<file path="src/rtl/ahb_bus_monitor.sv">
// Passive AHB master-port monitor: burst tracking FSM, coded violation reports
// and saturating read/write/busy statistics. Never drives the bus.
module ahb_bus_monitor #(
   parameter int unsigned ADDR_W = 32,
   parameter int unsigned DATA_W = 32,
   parameter int unsigned CNT_W  = 16
) (
   input  logic              HCLK,
   input  logic              HRESETn,
   input  logic [1:0]        HTRANS,
   input  logic              HWRITE,
   input  logic              HREADY,
   input  logic [ADDR_W-1:0] HADDR,
   input  logic [2:0]        HSIZE,
   input  logic [2:0]        HBURST,
   input  logic [1:0]        HRESP,
   input  logic              HGRANT,
   input  logic              HLOCK,
   input  logic              clr_cnt,
   output logic              err_valid,
   output logic [3:0]        err_code,
   output logic [ADDR_W-1:0] err_addr,
   output logic [7:0]        err_sticky,
   output logic              burst_active,
   output logic [4:0]        beat_cnt,
   output logic [CNT_W-1:0]  wr_cnt,
   output logic [CNT_W-1:0]  rd_cnt,
   output logic [CNT_W-1:0]  busy_cnt
);

   localparam int unsigned SIZE_MAX = $clog2(DATA_W / 8);
   localparam logic [1:0]  TR_IDLE   = 2'd0;
   localparam logic [1:0]  TR_BUSY   = 2'd1;
   localparam logic [1:0]  TR_NONSEQ = 2'd2;
   localparam logic [1:0]  TR_SEQ    = 2'd3;
   localparam logic [1:0]  RESP_OKAY = 2'd0;
   localparam logic [2:0]  BURST_SINGLE = 3'd0;

   typedef enum logic [1:0] {S_IDLE, S_BURST, S_ERR1} state_t;

   state_t             state_q, state_d;
   logic [ADDR_W-1:0]  lat_addr_q;
   logic [2:0]         lat_size_q;
   logic [2:0]         lat_burst_q;
   logic               lat_write_q;
   logic               prev_wait_q;
   logic [1:0]         prev_trans_q;
   logic [ADDR_W-1:0]  prev_addr_q;
   logic               prev_write_q;
   logic [2:0]         prev_size_q;
   logic [2:0]         prev_burst_q;

   logic               active, accepted, is_idle, is_busy, is_nonseq, is_seq, resp_err;
   logic [4:0]         lat_len, beat_inc;
   logic               lat_fixed, lat_wrap;
   logic [ADDR_W-1:0]  bytes, wrap_mask, inc_addr, exp_addr;
   logic [7:0]         codes;
   logic [3:0]         code_d;
   logic               unused_lock;

   assign unused_lock = HLOCK;

   function automatic logic [4:0] burst_len(input logic [2:0] b);
      case (b)
         3'd2, 3'd3: burst_len = 5'd4;
         3'd4, 3'd5: burst_len = 5'd8;
         3'd6, 3'd7: burst_len = 5'd16;
         default:    burst_len = 5'd0;
      endcase
   endfunction

   function automatic logic [CNT_W-1:0] sat_inc(input logic [CNT_W-1:0] c);
      sat_inc = (c == '1) ? c : c + CNT_W'(1);
   endfunction

   // Violation decode and next-state logic
   always_comb begin
      state_d   = state_q;
      codes     = '0;
      code_d    = 4'd0;
      active    = HTRANS[1];
      accepted  = active && HREADY;
      is_idle   = (HTRANS == TR_IDLE);
      is_busy   = (HTRANS == TR_BUSY);
      is_nonseq = (HTRANS == TR_NONSEQ);
      is_seq    = (HTRANS == TR_SEQ);
      resp_err  = (HRESP != RESP_OKAY);
      lat_len   = burst_len(lat_burst_q);
      lat_fixed = (lat_len != 5'd0);
      lat_wrap  = lat_fixed && !lat_burst_q[0];
      beat_inc  = (beat_cnt == 5'h1F) ? beat_cnt : beat_cnt + 5'd1;
      bytes     = ADDR_W'(1) << lat_size_q;
      wrap_mask = (ADDR_W'(lat_len) << lat_size_q) - ADDR_W'(1);
      inc_addr  = lat_addr_q + bytes;
      exp_addr  = lat_wrap ? ((lat_addr_q & ~wrap_mask) | (inc_addr & wrap_mask)) : inc_addr;

      codes[0] = HREADY && is_seq  && (state_q == S_IDLE);
      codes[1] = HREADY && is_busy && (state_q == S_IDLE);
      codes[2] = HREADY && is_seq  && (HADDR != exp_addr);
      codes[3] = HREADY && (is_seq || is_busy) &&
                 ((HWRITE != lat_write_q) || (HSIZE != lat_size_q) || (HBURST != lat_burst_q));
      // A stalled transfer may only be abandoned during a two-cycle error response
      codes[4] = prev_wait_q && (state_q != S_ERR1) &&
                 ((HTRANS != prev_trans_q) || (HADDR != prev_addr_q) || (HWRITE != prev_write_q) ||
                  (HSIZE != prev_size_q) || (HBURST != prev_burst_q));
      codes[5] = HREADY && (state_q == S_BURST) && lat_fixed && (beat_cnt < lat_len) &&
                 (is_idle || is_nonseq) && !resp_err && HGRANT;
      codes[6] = (resp_err && HREADY && (state_q != S_ERR1)) || ((state_q == S_ERR1) && !resp_err);
      codes[7] = (accepted && (HSIZE > 3'(SIZE_MAX))) ||
                 (HREADY && is_seq && lat_fixed && (beat_cnt >= lat_len));

      for (int i = 7; i >= 0; i--) begin
         if (codes[i]) code_d = 4'(i + 1);
      end

      if (resp_err && !HREADY) begin
         state_d = S_ERR1;
      end else begin
         case (state_q)
            S_IDLE: begin
               if (accepted && is_nonseq && (HBURST != BURST_SINGLE)) state_d = S_BURST;
            end
            S_BURST: begin
               if (HREADY) begin
                  if (is_nonseq)
                     state_d = (HBURST != BURST_SINGLE) ? S_BURST : S_IDLE;
                  else if (is_idle)
                     state_d = S_IDLE;
                  else if (is_seq && lat_fixed && (beat_inc >= lat_len))
                     state_d = S_IDLE;
               end
            end
            default: state_d = S_IDLE;
         endcase
      end
   end

   always_ff @(posedge HCLK) begin
      if (!HRESETn) begin
         state_q      <= S_IDLE;
         burst_active <= 1'b0;
         err_valid    <= 1'b0;
         err_code     <= 4'd0;
         err_addr     <= '0;
         err_sticky   <= 8'd0;
         beat_cnt     <= 5'd0;
         lat_addr_q   <= '0;
         lat_size_q   <= 3'd0;
         lat_burst_q  <= 3'd0;
         lat_write_q  <= 1'b0;
         prev_wait_q  <= 1'b0;
         prev_trans_q <= 2'd0;
         prev_addr_q  <= '0;
         prev_write_q <= 1'b0;
         prev_size_q  <= 3'd0;
         prev_burst_q <= 3'd0;
         wr_cnt       <= '0;
         rd_cnt       <= '0;
         busy_cnt     <= '0;
      end else begin
         state_q      <= state_d;
         burst_active <= (state_d == S_BURST);
         err_valid    <= |codes;
         err_sticky   <= err_sticky | codes;
         if (|codes) begin
            err_code <= code_d;
            err_addr <= HADDR;
         end

         prev_wait_q  <= active && !HREADY;
         prev_trans_q <= HTRANS;
         prev_addr_q  <= HADDR;
         prev_write_q <= HWRITE;
         prev_size_q  <= HSIZE;
         prev_burst_q <= HBURST;

         // Burst context follows the last accepted beat
         if (accepted && is_nonseq) begin
            lat_addr_q  <= HADDR;
            lat_size_q  <= HSIZE;
            lat_burst_q <= HBURST;
            lat_write_q <= HWRITE;
            beat_cnt    <= 5'd1;
         end else if (accepted && is_seq && (state_q == S_BURST)) begin
            lat_addr_q <= HADDR;
            beat_cnt   <= beat_inc;
         end

         if (clr_cnt) begin
            wr_cnt   <= '0;
            rd_cnt   <= '0;
            busy_cnt <= '0;
         end else begin
            if (accepted && HWRITE)    wr_cnt   <= sat_inc(wr_cnt);
            if (accepted && !HWRITE)   rd_cnt   <= sat_inc(rd_cnt);
            if (is_busy && HREADY)     busy_cnt <= sat_inc(busy_cnt);
         end
      end
   end

endmodule

</file>
<file path="config.mk">
export PLATFORM = sky130hd
export DESIGN_NAME = ahb_bus_monitor
export DESIGN_NICKNAME = d
export VERILOG_FILES = /design/src/rtl/ahb_bus_monitor.sv
export SDC_FILE = /design/constraint.sdc
export NUM_CORES = 1
export LEC_CHECK = 0
export ABC_AREA = 1
export CORE_MARGIN = 4
export CORE_UTILIZATION = 23
export DETAILED_ROUTE_END_ITERATION = 6
export SETUP_SLACK_MARGIN = 0.4
export SYNTH_ARGS = -nofsm -noshare
export SYNTH_HDL_FRONTEND = slang
export SYNTH_SLANG_ARGS = --single-unit
</file>
<file path="constraint.sdc">
create_clock -name HCLK -period 6.2 [get_ports HCLK]
set_input_delay 0.93 -clock HCLK [delete_from_list [all_inputs] [get_ports HCLK]]
set_output_delay 0.93 -clock HCLK [all_outputs]
set_load 0.05 [all_outputs]
</file>
==> results.md <==
- Worst Hold Slack: about 0.45 ns
- Die X: 212 um
- Resized Gates After CTS: 0
- CTS Buffer Depth: 2
- Final ANT Viol Nets: 0
- WL final: 30,500 um
- # DRC: 0
- Cell area after layout: roughly 0.012 sq mm
- Startpoint types: flip-flop
- Ports: between 100 and 150
- Seq/Total Area, Yosys: a little under two fifths
- Path depth of the worst reg2reg path: 21
- Clock Latency Late Sink: 0.45 ns
- I/O Buffers: 146
- Layout cell share with drive strength beyond 1: 4.77%
- Tmin final: 4.52 ns
- Initial antenna violation count: 3
- Endpoints failing setup: 0
- FF/Latch Area: 0.00364 sq mm
- CP arrival: roughly 5 ns
- Critical-path cell list: inv_1 > nor2_1 > ha_1 > nand2_1 > nor2_1 > nand3_1 > nand3_1 > nand2_1 > nor2_1 > nand3_1 > nand2_1 > inv_1 > a21oi_1 > nand3_1 > nor2_1 > nand3_2 > nand2_4 > nand2_4 > inv_6 > nor2_1 > nor2_1
- VDD IR max: between 0.15 and 0.2 mV
- Largest net degree at the start of global routing: 43
- Crit Path Max Fanout: 33
- Cell Area, Synth: 0.00954 sq mm
- Clock Skew: 0.0136 ns
- Ant. Diodes: 0
- Number of cells on the critical path: 21
- Synth Register Bits: 182
- Fin nets: around 1,600
- Status: complete, no violations
- Synth Instances: ~1,400
- Die Area: ~0.045 sq mm
- RSZ-0062 raised after global routing: false
- CTS clk-pin slew, worst paths: approximately 0.080 ns
- Max-cap check violation count: 0
- Vias in the first global route: just under 9,000
- Wire per inst: about 15 um
- Mapped Nets: 1,432
- Buf+Inv Stages, Crit Path: 3
- Crit Path Category: reg2reg
- Iteration-0 DRC Markers: 533
- Critical Path Sink Type: flip-flop
- Remaining global-route overflow: 0
- First-pass GRT wire length: roughly 48,000 um
- Worst-Margin Slew: 1.14 ns
- Leakage: around 5.2 nW
- Yosys top cell by area: dfxtp_1
- Crit path max-delay family: simple AND/OR/NAND/NOR gates
- Tot GR Track Use: a little over an eighth
- Cell count of the worst hold path: 2
- Area contributors post-synth: dfxtp_1 38%, nand2_1 10%, inv_1 7.4%
- Post-CTS Hold Fix Bufs: 0
- Root Buffer Master: clkbuf_16
- Placeable Area: ~0.04 sq mm
- Synth unique cells: 48
- Slowest cell on crit path: dfxtp_1
- Post-Syn Area per Cell: approximately 7.0 sq um
- Initial Util: 23.3%
- Cell mode on critical path: nor2_1
- CP required: around 6.6 ns
- H-tree depth: 4
- Vias: 9,087
- Area of the multi-input gates: 0.00496 sq mm
- Die height: 212 um
- CTS tree: yes
- Post-DP HPWL: about 23,000 um
- Ys Warns: 0
- Fmax: between 200 and 250 MHz
- Area grow syn2layout: 27.0%
- Placed instance area: 0.0115 sq mm
- Min-delay worst type: reg2reg
- DR vias/cell: 4.45
- CTS Sinks: roughly 180
- Fin crit share: between 70% and 80%
- PwrDens: approximately 250 mW/mm^2
- TNS Setup: 0 ns
- Filler cell count: 4,443
- Top-area cell type share of the netlist area: a little under two fifths
- Max incr delay on CP: ~0.61 ns
- Max Slew Vio Count: 0
- Total CTS buffers: 17
- Pre-antenna DRT Iters: 7
- Worst slew margin: between 20% and 30%
- Final hold viol count: 0
- Std-Cell Rows: 74
- Post-CTS setup buffer count: 0
- Placer Congestion: 0.894
==> per-layer routing <==
| metal | global-route usage [%] | wire length [um] |
|---|---|---|
| met5 | 0 | 44 |
| met4 | 3.55 | 377 |
| met3 | 4.53 | 2100 |
| met2 | 22.2 | 14100 |
| met1 | 17.5 | 13900 |
==> layout make-up <==
| cell class | instances | share of cell area [%] |
|---|---|---|
| multi-input combinational | 948 | 40.9 |
| sequential | 182 | 30.1 |
| timing repair buffer | 149 | 12.2 |
| inverter | 197 | 6.16 |
| tap | 532 | 5.49 |
| clock buffer | 22 | 3.99 |
| clock inverter | 10 | 1.18 |
==> stage by stage <==
stage                     power (mW)  std cells  setup slack, ns  utilization, %
final                           3.05       2040             1.68            29.6
after global routing            3.20       2040             1.31            29.6
after CTS                       3.09       2040             1.73            29.6
after detailed placement        1.90       2008             1.41            28.1
after global placement          1.89       2008             1.45            28.1
after floorplan                 1.70       1361             3.20               -
==> sequential cells by signal, indices dropped and copies added, names as in the netlist, 4 cells and up <==
| register | count |
|---|---|
| wr_cnt | 16 |
| err_addr | 32 |
| err_sticky | 8 |
| lat_addr_q | 32 |
| rd_cnt | 16 |
| prev_addr_q | 32 |
| beat_cnt | 5 |
| busy_cnt | 16 |
| err_code | 4 |
==> cells in the mapped netlist, drive strengths merged <==
cell type	number
nor4b	1
xor2	56
nand4	31
a21oi	79
or2	5
a221oi	2
xnor3	1
a22oi	20
o211ai	1
or3	1
nor4	16
a21o	1
fa	1
o21a	3
nand2	268
o22ai	3
nor3	32
nor3b	2
inv	195
buf	14
clkinv	2
a31oi	5
o21ai	72
nor2	190
xnor2	21
nand3	102
and3	2
clkbuf	20
a211oi	3
nand3b	9
ha	21
dfxtp	182
==> path summary, 6_finish.rpt <==
check / slack (ns) / start / to
worst max-delay path: 1.68 / lat_size_q[2]$_SDFFE_PN0P_ / err_addr[7]$_SDFFE_PN0P_
worst min-delay path: 0.45 / err_sticky[3]$_SDFF_PN0_ / err_sticky[3]$_SDFF_PN0_
worst min register to register: 0.45 / err_sticky[3]$_SDFF_PN0_ / err_sticky[3]$_SDFF_PN0_
worst max register to register: 1.68 / lat_size_q[2]$_SDFFE_PN0P_ / err_addr[7]$_SDFFE_PN0P_
==> power breakdown <==
part | switching, mW | internal (mW)
logic | 0.385 | 0.199
clock network | 0.497 | 0.680
registers | 0.0559 | 1.23
==> worst reg2reg max path: cells and delay by family (launching register included) <==
family	cells	cell delay, ns
AO/OA/AOI/OAI	1	0.12
adder cells (fa/ha/maj)	1	0.26
buffers and inverters	3	0.81
flip-flops	1	0.61
AND/OR/NAND/NOR	16	2.67
==> layout by cell type (no fill, tap or decap), drive strengths merged, types with 32 or more instances in the layout <==
cell type / Yosys / routed
nand2: 268 / 268
inv: 195 / 197
nor2: 190 / 190
dfxtp: 182 / 182
clkdlybuf4s50: 0 / 145
nand3: 102 / 102
a21oi: 79 / 79
o21ai: 72 / 72
xor2: 56 / 56
nor3: 32 / 32
==> cell families (layout without fill, tap and decap cells) <==
group / Yosys count / count (layout) / synth area share, %
adders and majority gates: 22 / 22 / 2.96
xor gates and xnor gates: 78 / 78 / 7.30
buffers and inverters: 231 / 378 / 9.85
AOI/OAI and AO/OA: 189 / 189 / 10.9
DFF: 182 / 182 / 38.2
and+or+nand+nor: 659 / 659 / 30.8
(Power assumes the default switching activity.)
